## config.mk

```make
export PLATFORM = sky130hd
export DESIGN_NAME = multi_sort
export DESIGN_NICKNAME = d
export VERILOG_FILES = /design/src/rtl/multi_sort_pkg.sv /design/src/rtl/sort_stage.sv /design/src/rtl/multi_sort.sv
export SDC_FILE = /design/constraint.sdc
export NUM_CORES = 1
export LEC_CHECK = 0
export CORE_MARGIN = 5
export CORE_UTILIZATION = 48
export CTS_BUF_LIST = sky130_fd_sc_hd__clkbuf_8
export CTS_CLUSTER_DIAMETER = 150
export CTS_CLUSTER_SIZE = 30
export DETAILED_ROUTE_END_ITERATION = 16
export GPL_TIMING_DRIVEN = 0
export PLACE_DENSITY_LB_ADDON = 0.25
export SLEW_MARGIN = 20
export SYNTH_ARGS = -nofsm -noshare
export SYNTH_HDL_FRONTEND = slang
export SYNTH_SLANG_ARGS = --single-unit
```

## constraint.sdc

```tcl
create_clock -name clk -period 7.6 [get_ports clk]
set_input_delay 1.52 -clock clk [delete_from_list [all_inputs] [get_ports clk]]
set_output_delay 1.52 -clock clk [all_outputs]
set_load 0.02 [all_outputs]
```

## src/rtl/multi_sort_pkg.sv

```systemverilog
// multi_sort_pkg: shared state encoding, width-free constants and the popcount helper.
// Latency: n/a (declarations only).
// Backpressure: n/a.
package multi_sort_pkg;

  typedef enum logic [1:0] {
    IDLE = 2'd0,
    SORT = 2'd1,
    DONE = 2'd2
  } sort_state_e;

  // Widest request mask the popcount helper accepts.
  localparam int MAX_CLIENTS_C = 64;

  function automatic int unsigned popcount(input logic [MAX_CLIENTS_C-1:0] v);
    int unsigned n;
    n = 0;
    for (int i = 0; i < MAX_CLIENTS_C; i++) begin
      if (v[i]) n++;
    end
    return n;
  endfunction

endpackage

```

## src/rtl/sort_stage.sv

```systemverilog
// sort_stage: one slot of the insertion-sort chain (occ, client, val).
// Latency: slot updates on the edge that ends the insert cycle.
// Backpressure: none; the owning FSM gates en and clr.
// Ports: clk/rst, clr (empty the slot), en + new_client/new_val (entry
// being inserted), prev_ent/prev_win (slot above), ent/win (this slot).
module sort_stage #(
  parameter int CB = 2,
  parameter int VW = 8,
  localparam int EW = 1 + CB + VW
) (
  input  logic          clk,
  input  logic          rst,
  input  logic          clr,
  input  logic          en,
  input  logic [CB-1:0] new_client,
  input  logic [VW-1:0] new_val,
  input  logic [EW-1:0] prev_ent,
  input  logic          prev_win,
  output logic [EW-1:0] ent,
  output logic          win
);

  typedef struct packed {
    logic          occ;
    logic [CB-1:0] client;
    logic [VW-1:0] val;
  } entry_t;

  entry_t cur;

  assign ent = cur;

  // Strictly greater: an equal newcomer lands behind the incumbent, which
  // keeps lower-index clients ahead on ties.
  assign win = en & (~cur.occ | (new_val > cur.val));

  always_ff @(posedge clk) begin
    if (rst || clr) begin
      cur <= '0;
    end else if (win) begin
      // Slot above also won: the insertion point is higher, so shift down.
      cur <= prev_win ? entry_t'(prev_ent)
                      : entry_t'{occ: 1'b1, client: new_client, val: new_val};
    end
  end

endmodule

```

## src/rtl/multi_sort.sv

```systemverilog
// multi_sort: snapshots per-client priorities and ranks requesting clients, highest first.
// Latency: CLIENTS_P+1 cycles from accepted start to out_valid, independent of the mask.
// Backpressure: DONE holds the result until out_ready; start is ignored in SORT and in a stalled DONE.
// Ports: clk/rst; start + req_mask/req_vals (snapshot request); busy while
// sorting; out_valid/out_ready handshake; sorted_client/sorted_val/sorted_occ
// per slot (slot 0 highest) and num_valid (occupied slot count).
module multi_sort
  import multi_sort_pkg::*;
#(
  parameter int CLIENTS_P        = 4,
  parameter int CLIENTS_BWIDTH_P = $clog2(CLIENTS_P),
  parameter int VAL_WIDTH_P      = 8
) (
  input  logic                                  clk,
  input  logic                                  rst,
  input  logic                                  start,
  input  logic [CLIENTS_P-1:0]                  req_mask,
  input  logic [CLIENTS_P*VAL_WIDTH_P-1:0]      req_vals,
  output logic                                  busy,
  output logic                                  out_valid,
  input  logic                                  out_ready,
  output logic [CLIENTS_P*CLIENTS_BWIDTH_P-1:0] sorted_client,
  output logic [CLIENTS_P*VAL_WIDTH_P-1:0]      sorted_val,
  output logic [CLIENTS_P-1:0]                  sorted_occ,
  output logic [CLIENTS_BWIDTH_P:0]             num_valid
);

  localparam int CB   = CLIENTS_BWIDTH_P;
  localparam int VW   = VAL_WIDTH_P;
  localparam int NV_W = CLIENTS_BWIDTH_P + 1;

  typedef struct packed {
    logic          occ;
    logic [CB-1:0] client;
    logic [VW-1:0] val;
  } entry_t;

  sort_state_e state, state_nxt;
  logic                    load;
  logic [CB-1:0]           k;
  logic [CLIENTS_P-1:0]    snap_mask;
  logic [CLIENTS_P*VW-1:0] snap_vals;
  logic [VW-1:0]           snap_val [CLIENTS_P];
  logic                    ins_en;
  entry_t                  ent_s [CLIENTS_P];
  logic                    win_s [CLIENTS_P];

  localparam logic [CB-1:0] K_LAST = CB'(CLIENTS_P - 1);

  // Next-state: load marks a snapshot (from IDLE, or back-to-back from DONE).
  always_comb begin
    state_nxt = state;
    load      = 1'b0;
    case (state)
      IDLE: begin
        if (start) begin
          load      = 1'b1;
          state_nxt = SORT;
        end
      end
      SORT: begin
        if (k == K_LAST) state_nxt = DONE;
      end
      DONE: begin
        if (out_ready) begin
          if (start) begin
            load      = 1'b1;
            state_nxt = SORT;
          end else begin
            state_nxt = IDLE;
          end
        end
      end
      default: state_nxt = IDLE;
    endcase
  end

  always_ff @(posedge clk) begin
    if (rst) begin
      state     <= IDLE;
      k         <= '0;
      snap_mask <= '0;
      snap_vals <= '0;
      num_valid <= '0;
    end else begin
      state <= state_nxt;
      if (load) begin
        snap_mask <= req_mask;
        snap_vals <= req_vals;
        num_valid <= NV_W'(popcount(MAX_CLIENTS_C'(req_mask)));
        k         <= '0;
      end else if (state == SORT) begin
        // Masked clients still consume their cycle, so latency is fixed.
        k <= (k == K_LAST) ? '0 : k + 1'b1;
      end
    end
  end

  assign busy      = (state == SORT);
  assign out_valid = (state == DONE);
  assign ins_en    = (state == SORT) & snap_mask[k];

  for (genvar c = 0; c < CLIENTS_P; c++) begin : g_unpack
    assign snap_val[c] = snap_vals[c*VW +: VW];
  end

  for (genvar s = 0; s < CLIENTS_P; s++) begin : g_stage
    logic [1+CB+VW-1:0] prev_ent;
    logic               prev_win;

    if (s == 0) begin : g_top
      assign prev_ent = '0;
      assign prev_win = 1'b0;
    end else begin : g_chain
      assign prev_ent = ent_s[s-1];
      assign prev_win = win_s[s-1];
    end

    sort_stage #(
      .CB (CB),
      .VW (VW)
    ) u_stage (
      .clk        (clk),
      .rst        (rst),
      .clr        (load),
      .en         (ins_en),
      .new_client (k),
      .new_val    (snap_val[k]),
      .prev_ent   (prev_ent),
      .prev_win   (prev_win),
      .ent        (ent_s[s]),
      .win        (win_s[s])
    );

    assign sorted_client[s*CB +: CB] = ent_s[s].client;
    assign sorted_val[s*VW +: VW]    = ent_s[s].val;
    assign sorted_occ[s]             = ent_s[s].occ;
  end

endmodule

```

==> out/results.ini, run 1 <==
[placed_design]
placed_cells_incl_taps = 748
place_congestion = 0.8680
port_buffers = 87
dpl.hpwl_mm = 9.636

[status]
status = finished clean

[drt]
viasPerCell = 5.567
drc_errors = 0
final_antenna_net_count = 0
routedWlPerCell_um = 16.88
drt-total-wl_mm = 12.90
num_vias = 4253
dr.first_iter.drc_count = 188
drtPass1Iterations = 5

[logic_synthesis]
synth_nets = 608
async_reset_ff_share_pct = 0
ys_seq_area_share_pct = 38.17
post_synth_num_cell_types = 52
yosysWarnings = 0
netlist_area_sq_um = 4563
avgSynthCellArea_sq_um = 8.577
synth_cells = 532
synthFlopType = dfxtp_1
ys_ff_latch = 87
synth_edf_count = 0

[grt]
grt_max_degree = 16
antenna_found_initial = 0
grt_pass1_vias = 4291
track_usage_pct = 22.71
overflow = 0
grt_pass1_wl_mm = 20.68

[timing]
setup_tns_ns = 0
clock_skew_ns = 0.01334
tightest_slew_ns = 0.6232
drv_slew = 0
hold_violations = 0
rsz0062_at_grt = no
finalCritPeriodShare_pct = 47.12
period_needed_ns = 3.581
max-slew-margin-rel_pct = 58.45
max_freq_mhz = 279.2
report.final.setup_viol = 0

[setup_path]
path_delay_family = multiplexers
start_kind = flop
worstPathArrival_ns = 3.85
path_buf_inv = 1
critPathSlowestCell = mux4_2
crit_fanout = 10
crit_chain = clkbuf_1 -> mux4_2 -> ha_1 -> o21ai_1 -> nor2_1 -> nor3b_4 -> a221oi_4 -> mux2_2 -> a22o_1
worstPathRequired_ns = 7.87
worstSetupPathType = reg2reg
cp-end-kind = flop
cpPeakStageDelay_ns = 0.57

[cts]
ctsRootBufferMaster = clkbuf_8
insertion_delay_ns = 0.37
clock_path_buffers = 2
cts_max_level = 3
cts_tree = yes
cts-hold-fix-buffers = 0
numCtsBuffers = 9
cts_resized = 0
clock-sinks = 87
postCtsSetupBuffers = 0
clkTransAtPathRegs_ns = 0.09

[cells_and_area]
nets = 706
syn2layout_area_growth_pct = 27.42
layoutNonFillerInstCount = 764
fillerInstances = 805
diodes = 0
drive_above_1_share_pct = 7.087

[die]
die_h_um = 107.5
start_util_pct = 49.38
rows = 35
boundaryPins = 89
die_area_sq_um = 11560
die_w_um = 107.5
core_sq_um = 9240

[job]
drv_cap = 0

[hold_path]
min_path_type = reg2reg

[pwr]
p_leak_nw = 2.148
p_per_area_nw_per_um2 = 178.6
ir_drop_mv = 0.1071

==> layout make-up <==
type	instances	area, sq um	area share [%]
Clock inverter	7	95.09	1.635
Timing Repair Buffer	87	870.8	14.98
Tap cell	129	161.4	2.776
Multi-Input combinational cell	378	2537	43.64
Sequential cell	87	1742	29.95
Buffer	29	141.4	2.432
Inverter	38	142.6	2.453
Clock buffer	9	123.9	2.130
==> cell usage after synthesis, types with 2 or more instances <==
master | count | area [sq um]
nor2_1 | 30 | 112.6
nor2b_1 | 7 | 43.79
o211ai_1 | 2 | 15.01
clkbuf_1 | 19 | 71.32
a22o_1 | 4 | 35.03
ha_1 | 36 | 450.4
mux2i_1 | 13 | 130.1
mux4_2 | 9 | 202.7
buf_2 | 5 | 25.02
nand4_1 | 6 | 37.54
o2bb2ai_1 | 2 | 17.52
o22ai_1 | 18 | 112.6
nand3_1 | 8 | 40.04
a32o_1 | 13 | 130.1
xnor2_1 | 2 | 17.52
inv_1 | 38 | 142.6
a211o_1 | 3 | 26.28
dfxtp_1 | 87 | 1742
o21ai_1 | 5 | 25.02
o21bai_1 | 2 | 15.01
nand2b_1 | 16 | 100.1
buf_6 | 3 | 33.78
a211oi_1 | 5 | 37.54
nand2_1 | 105 | 394.1
o21ai_0 | 8 | 40.04
o221ai_1 | 2 | 17.52
mux2_2 | 2 | 22.52
a21o_1 | 2 | 15.01
a22oi_1 | 2 | 15.01
a21oi_1 | 56 | 280.3
==> worst paths after layout <==
| path | startpoint | end | slack [ns] | cells past startpoint |
|---|---|---|---|---|
| setup / recovery | k[1] | g_stage[3].u_stage.ent[7] | 4.02 | 9 |
| hold / removal | snap_vals[10] | snap_vals[10] | 0.46 | 2 |
| setup reg to reg | k[1] | g_stage[3].u_stage.ent[7] | 4.02 | 9 |
| hold reg to reg | snap_vals[10] | snap_vals[10] | 0.46 | 2 |
==> state kept, by name, summed over array words and instances, names as in the netlist <==
| name | cells |
|---|---|
| num_valid | 3 |
| snap_mask | 4 |
| g_stage.u_stage.ent | 44 |
| snap_vals | 32 |
| k | 2 |
| state | 2 |
==> worst register-to-register path, stage by stage (launching register included) <==
cell and delay [ns]:
dfxtp_1 0.48, clkbuf_1 0.53, mux4_2 0.57, ha_1 0.36
o21ai_1 0.06, nor2_1 0.25, nor3b_4 0.11, a221oi_4 0.55
mux2_2 0.41, a22o_1 0.17
==> cell usage in the layout (no fill, tap or decap), types with 16 or more instances in the layout <==
cell             count
a21oi_1             56
clkbuf_1            19
clkdlybuf4s50_1     87
dfxtp_1             87
ha_1                36
inv_1               38
nand2_1            105
nand2b_1            16
nor2_1              30
o22ai_1             18
==> cell families (layout without fill, tap and decap cells) <==
family / count (synthesis) / in the layout / share of synthesized area [%]
and+or+nand+nor: 183 / 183 / 18.15
AOI/OAI and AO/OA: 132 / 132 / 19.22
DFF: 87 / 87 / 38.17
buffers and inverters: 67 / 170 / 6.224
adders and majority gates: 36 / 36 / 9.871
muxes: 24 / 24 / 7.787
xor gates and xnor gates: 3 / 3 / 0.5759
==> metrics by stage <==
| stage | total power, W | setup WS [ns] | hold WS [ns] | instance area, sq um | util [%] |
|---|---|---|---|---|---|
| finish | 0.001038 | 4.019 | 0.4607 | 5814 | 62.92 |
| global placement | 0.0006759 | 4.057 | 0.4398 | 5595 | 60.56 |
| detailed placement | 0.0006835 | 4.034 | 0.4449 | 5595 | 60.56 |
| CTS | 0.001037 | 4.069 | 0.4570 | 5814 | 62.92 |
| global route | 0.001081 | 3.845 | 0.4836 | 5814 | 62.92 |
| floorplan | 0.0006154 | 4.548 | 0.4331 | 4563 | - |
==> power by group <==
part | internal [W] | total, W | switching (W)
clock network | 0.000186 | 0.000363 | 0.000177
logic | 0.0000831 | 0.000194 | 0.000111
registers | 0.000472 | 0.000481 | 0.00000967
==> layer usage <==
layer  up-vias  share of wire, %  GRT usage (%)
met5         -                 0              0
met4         0               3.1          10.37
met3        27               5.5          3.179
met2       143                49          38.94
met1      2022                43          28.11
li1       2061                 -              -
Power figures use the tool's default switching activity.
==> run 2: changes to the inputs <==
Clock period 7.6 ns to 3.1 ns, I/O delays scaled along.
==> run 2 against run 1 <==
Fmax rose by 18%; hold slack got worse by 0.0034 ns; wire length rose by 2.4%; sequential share of layout area fell by 0.94 points; flip-flop and latch count did not move; utilization rose by 2.1 points; cell count rose by 2.2%; clock power rose by 140%; largest power group unchanged; global-route usage rose by 0.49 points; critical path type unchanged.
==> out/results.ini, run 2 (same netlist as run 1, synthesis figures left out) <==
[cells_and_area]
layout_commonest_cell = nand2_1
regArea_sq_um = 1744  ; +0.14%
nets = 723  ; +2.4%
drive_above_1_share_pct = 11.50  ; +4.4 points
fillerInstances = 779  ; -3.2%
diodes = 0  ; unchanged
multiInputGateArea_sq_um = 2570  ; +1.3%
final_cell_mix = nand2_1, clkdlybuf4s50_1, dfxtp_1
largest_reg_flops = 44  ; unchanged
syn2layout_area_growth_pct = 31.75

[drt]
drt-total-wl_mm = 13.21  ; +2.4%
final_antenna_net_count = 0  ; unchanged
dr.first_iter.drc_count = 204  ; +8.5%
drtPass1Iterations = 4  ; -1
drc_errors = 0  ; unchanged
viasPerCell = 5.588  ; +0.38%
routedWlPerCell_um = 16.91  ; +0.19%
num_vias = 4364  ; +2.6%

[hold_path]
min_path_type = reg2reg

[cts]
clock_path_buffers = 2  ; unchanged
clock-sinks = 87  ; unchanged
insertion_delay_ns = 0.36  ; about the same
ctsRootBufferMaster = clkbuf_8
cts_max_level = 3  ; unchanged
cts_tree = yes
numCtsBuffers = 9  ; unchanged
clkTransAtPathRegs_ns = 0.09  ; about the same

[placed_design]
place_ws_ns = -0.4436  ; -4.478 ns
dpl.hpwl_mm = 9.636  ; unchanged
place_congestion = 0.8680  ; unchanged
port_buffers = 87  ; unchanged

[timing]
hold_violations = 0  ; unchanged
clock_skew_ns = 0.01250  ; -0.0008398 ns
report.final.setup_viol = 0  ; unchanged
max_freq_mhz = 328.9  ; +18%
worst_hold_slack_ns = 0.4573  ; -0.003440 ns
drv_slew = 0  ; unchanged
finalCritPeriodShare_pct = 98.08  ; +51 points
max-slew-margin-rel_pct = 61.99  ; +3.5 points
period_needed_ns = 3.040  ; -0.5410 ns
fin_ws_ns = 0.05965  ; -3.959 ns
setup_tns_ns = 0  ; unchanged
tightest_slew_ns = 0.5701  ; -0.05308 ns

[die]
rows = 35  ; unchanged
die_h_um = 107.5  ; unchanged
start_util_pct = 49.38  ; unchanged
die_w_um = 107.5  ; unchanged
boundaryPins = 89  ; unchanged
core_sq_um = 9240  ; unchanged
die_area_sq_um = 11560  ; unchanged

[grt]
grt_pass1_wl_mm = 21.13  ; +2.2%
grt_max_degree = 16  ; unchanged
grt_pass1_vias = 4379  ; +2.1%
track_usage_pct = 23.20  ; +0.49 points
overflow = 0  ; unchanged
antenna_found_initial = 0  ; unchanged

[setup_path]
cp-end-kind = flop
cpPeakStageDelay_ns = 0.67  ; +0.10 ns
crit_fanout = 8  ; -2
rrSetupSlack_ns = 0.06  ; -3.96 ns
worstPathArrival_ns = 3.30  ; -0.55 ns
crit_end = g_stage[3].u_stage.ent[3]
start_kind = flop
worstPathRequired_ns = 3.36  ; -4.51 ns
crit_chain = buf_6 -> mux4_2 -> ha_1 -> a211oi_1 -> nor2_2 -> nor3b_4 -> a221o_2 -> buf_4 -> nand2b_1 -> a32o_1
critPathSlowestCell = mux4_2
crit_start = k[0]
r2r_cells = 10  ; +1
r2r-end = g_stage[3].u_stage.ent[3]
rr_startpoint = k[0]
worstSetupPathType = reg2reg

[job]
drv_cap = 0  ; unchanged

[status]
status = finished clean

[pwr]
ir_drop_mv = 0.2607  ; +140%
p_per_area_nw_per_um2 = 429.6  ; +140%
p_leak_nw = 2.256  ; +5.0%

==> run 2: worst max-delay path, delay by kind of cell, from the launching register on <==
family / cells / cell delay [ns]
DFF: 1 / 0.34
and+or+nand+nor: 3 / 0.50
buffers and inverters: 2 / 0.28
AOI/OAI and AO/OA: 3 / 0.81
adders and majority gates: 1 / 0.35
muxes: 1 / 0.67
==> run 2: how the worst min path moves through the flow <==
stage / depth (start not counted) / from / endpoint / slack (ns)
after CTS: 2 / snap_vals[19] / snap_vals[19] / 0.46
final: 2 / snap_vals[19] / snap_vals[19] / 0.46
after global placement: 2 / snap_vals[11] / snap_vals[11] / 0.44
after floorplan: 2 / snap_mask[2] / snap_mask[2] / 0.43
after global routing: 2 / snap_vals[26] / snap_vals[26] / 0.48
after detailed placement: 2 / snap_vals[19] / snap_vals[19] / 0.44
==> run 2: what timing repair did <==
item,CTS,global route
hold buffers,0,0
setup buffers,14,3
gates resized for setup,9,20
endpoints found under the setup margin,39,38
pin swaps,2,3
==> run 2: area by class of cell <==
class,count,share of cell area [%]
clock buffers,9,2.060
well taps,129,2.685
inverters,38,2.435
clock inverters,7,1.582
plain buffers,29,2.872
repair buffers,104,16.61
flip-flops and latches,87,29.01
multi-input cells,378,42.75
==> run 2: power breakdown <==
part / internal (W) / switching [W] / total [W]
combinational: 0.000234 / 0.000286 / 0.000520
sequential: 0.00116 / 0.0000240 / 0.00118
clock: 0.000455 / 0.000427 / 0.000882
total: 0.00185 / 0.000737 / 0.00258
==> run 2: per-stage QoR <==
| step | total power [W] | area, sq um | utilization (%) | cells |
|---|---|---|---|---|
| 5_1_grt | 0.002698 | 6012 | 65.06 | 781 |
| 6_report | 0.002583 | 6012 | 65.06 | 781 |
| 2_1_floorplan | 0.001509 | 4563 | - | 532 |
| 3_3_place_gp | 0.001657 | 5595 | 60.56 | 748 |
| 4_1_cts | 0.002565 | 5944 | 64.33 | 778 |
| 3_5_place_dp | 0.001676 | 5595 | 60.56 | 748 |
==> run 2: routing by layer <==
| layer | global-route usage [%] | wire (um) | vias to the layer above |
|---|---|---|---|
| li1 | - | - | 2103 |
| met1 | 28.26 | 5395 | 2061 |
| met2 | 40.36 | 6592 | 163 |
| met3 | 3.239 | 765 | 37 |
| met4 | 10.55 | 454 | 0 |
| met5 | 0 | 0 | - |
==> run 3: changes to the inputs <==
Settings changed: SYNTH_HIERARCHICAL set to 1.
==> run 3 against run 2 <==
Utilization increased by 3.7 points; critical path depth increased by 4; cell area grew 13%; wire length grew 7.1%; power grew 0.51%; setup slack got worse by 0.0054 ns; hold slack gained 0.023 ns; cell count increased by 1.7%.
==> out/results.ini, run 3 <==
[status]
status = finished clean

[timing]
hold_violations = 0  ; unchanged
max-slew-margin-rel_pct = 32.38  ; -30 points
report.final.setup_viol = 0  ; unchanged
period_needed_ns = 3.046  ; +0.005395 ns
drv_slew = 0  ; unchanged
clock_skew_ns = 0.01497  ; +0.002469 ns
fin_ws_ns = 0.05426  ; -0.005395 ns
rsz0062_at_grt = yes
worst_hold_slack_ns = 0.4801  ; +0.02285 ns
tightest_slew_ns = 1.011  ; +0.4404 ns
finalCritPeriodShare_pct = 98.25  ; +0.17 points
max_freq_mhz = 328.3  ; -0.18%

[die]
rows = 36  ; +2.9%
core_sq_um = 9864  ; +6.8%
die_area_sq_um = 12290  ; +6.4%
die_w_um = 110.9  ; +3.1%
start_util_pct = 49.52  ; +0.13 points
boundaryPins = 89  ; unchanged
die_h_um = 110.9  ; +3.1%

[setup_path]
r2r_cells = 14  ; +4
crit_chain = buf_12 -> mux4_2 -> buf_6 -> ha_4 -> a21oi_4 -> a21boi_2 -> or3b_1 -> o21ai_2 -> buf_6 -> inv_4 -> buf_6 -> mux2_4 -> nand2_2 -> mux2i_1
critPathSlowestCell = mux4_2
crit_fanout = 5  ; -3
crit_top_cell = buf_6
worstPathRequired_ns = 3.35  ; about the same
rr_startpoint = k[0]
r2r-end = g_stage[2].u_stage/ent[2]
start_kind = flop
worstPathArrival_ns = 3.30  ; about the same
worstSetupPathType = reg2reg
cpPeakStageDelay_ns = 0.54  ; -0.13 ns
cp-end-kind = flop
rrSetupSlack_ns = 0.05  ; about the same

[cts]
cts_max_level = 3  ; unchanged
insertion_delay_ns = 0.36  ; about the same
clkTransAtPathRegs_ns = 0.11  ; +0.02 ns
clock-sinks = 87  ; unchanged
cts_tree = yes
clock_path_buffers = 2  ; unchanged
ctsRootBufferMaster = clkbuf_8
numCtsBuffers = 9  ; unchanged

[hold_path]
min_path_type = reg2reg
min_from = g_stage[3].u_stage/ent[9]
worstHoldPathCells = 2  ; unchanged
hold_end = g_stage[3].u_stage/ent[9]

[drt]
dr.first_iter.drc_count = 197  ; -3.4%
num_vias = 4370  ; +0.14%
routedWlPerCell_um = 17.81  ; +5.3%
drtPass1Iterations = 4  ; unchanged
drc_errors = 0  ; unchanged
viasPerCell = 5.504  ; -1.5%
final_antenna_net_count = 0  ; unchanged
drt-total-wl_mm = 14.14  ; +7.1%

[placed_design]
place_ws_ns = -0.4755  ; -0.03191 ns
dpl.hpwl_mm = 9.691  ; +0.57%
place_congestion = 0.8714  ; +0.39%
port_buffers = 88  ; +1.1%

[cells_and_area]
fillerInstances = 754  ; -3.2%
diodes = 0  ; unchanged
final_cell_mix = clkdlybuf4s50_1, dfxtp_1, nand2_1
nets = 732  ; +1.2%
layout_commonest_cell = clkdlybuf4s50_1
largest_reg_flops = 44  ; unchanged
syn2layout_area_growth_pct = 38.91
drive_above_1_share_pct = 24.81  ; +13 points

[pwr]
total_power_w = 0.002596  ; +0.51%
ir_drop_mv = 0.2621  ; +0.56%
p_leak_nw = 2.821  ; +25%
p_per_area_nw_per_um2 = 382.6  ; -11%

[grt]
grt_pass1_wl_mm = 22.02  ; +4.2%
overflow = 0  ; unchanged
track_usage_pct = 22.04  ; -1.2 points
grt_pass1_vias = 4480  ; +2.3%
grt_max_degree = 19  ; +3
antenna_found_initial = 0  ; unchanged

[job]
drv_cap = 0  ; unchanged

[logic_synthesis]
avgSynthCellArea_sq_um = 9.634  ; +12%
netlist_area_sq_um = 4885  ; +7.0%
synth_cells = 507  ; -4.7%
yosysWarnings = 6  ; +6

[run 3: cell count changes in the layout (fill, tap and decap cells not counted), sizes merged, moves of 11 or more]
cell	delta
a21oi	-39
a22o	+34
a32o	-13
buf	+27
clkbuf	-11
conb	+14
mux2	+34
mux2i	+28
nand2	-19
nor2	-18
o22ai	-17
[run 3: stage by stage]
stage               utilization, %  cells  TNS, ns  area (sq um)
floorplan                        -    520        0          4942
global placement             60.72    741   -10.61          5989
detailed placement           60.72    741   -12.58          5989
CTS                          67.06    789        0          6615
global route                 68.78    794  -0.2043          6785
finish                       68.78    794        0          6785
[run 3: layout make-up]
class,instances,area [sq um],area share (%)
buffer,25,201.4,2.969
clock buffer,9,123.9,1.826
clock inverter,7,68.82,1.014
inverter,39,151.4,2.231
multi-input combinational,368,3120,45.99
sequential,87,1747,25.74
tap,133,166.4,2.453
timing repair buffer,126,1206,17.78
[run 3: where the power goes]
part / internal, W / total [W] / leakage [nW] / switching (W)
registers: 0.00116 / 0.00118 / 0.709 / 0.0000263
clock network: 0.000317 / 0.000788 / 0.100 / 0.000471
logic: 0.000322 / 0.000625 / 2.01 / 0.000303
[run 3: metal layers]
metal  routed length (um)  share of wire (%)  track usage (%)  up-vias
met5                    0                  0                0        -
met4                  351                2.5            9.031        0
met3                  710                5.0            2.948       27
met2                 7191                 51            38.75      120
met1                 5888                 42            27.06     2144
li1                     -                  -                -     2079
[run 3: critical path, delay by kind of cell, from the launching register on]
family	cells	cell delay, ns
and+or+nand+nor	2	0.43
DFF	1	0.39
muxes	3	0.91
buffers and inverters	5	0.58
adders and majority gates	1	0.23
AOI/OAI and AO/OA	3	0.38
[run 3: worst max path at each step]
stage          cells past startpoint  startpoint  slack, ns                         end
3_3_place_gp                      13        k[0]      -0.39   g_stage[1].u_stage/ent[5]
5_1_grt                           15        k[0]      -0.05  g_stage[1].u_stage/ent[10]
6_report                          14        k[0]       0.05   g_stage[2].u_stage/ent[2]
4_1_cts                           12        k[0]      0.005   g_stage[1].u_stage/ent[5]
3_5_place_dp                      13        k[0]      -0.48   g_stage[2].u_stage/ent[8]
2_1_floorplan                     13        k[0]      0.004   g_stage[1].u_stage/ent[1]
[run 3: what timing repair did]
item | 4_1_cts | 5_1_grt
setup buffers | 30 | 4
gates cloned | 2 | 2
resized for setup | 28 | 31
pin swaps | 10 | 11
hold buffers | 0 | 0
endpoints found under the setup margin | 33 | 32
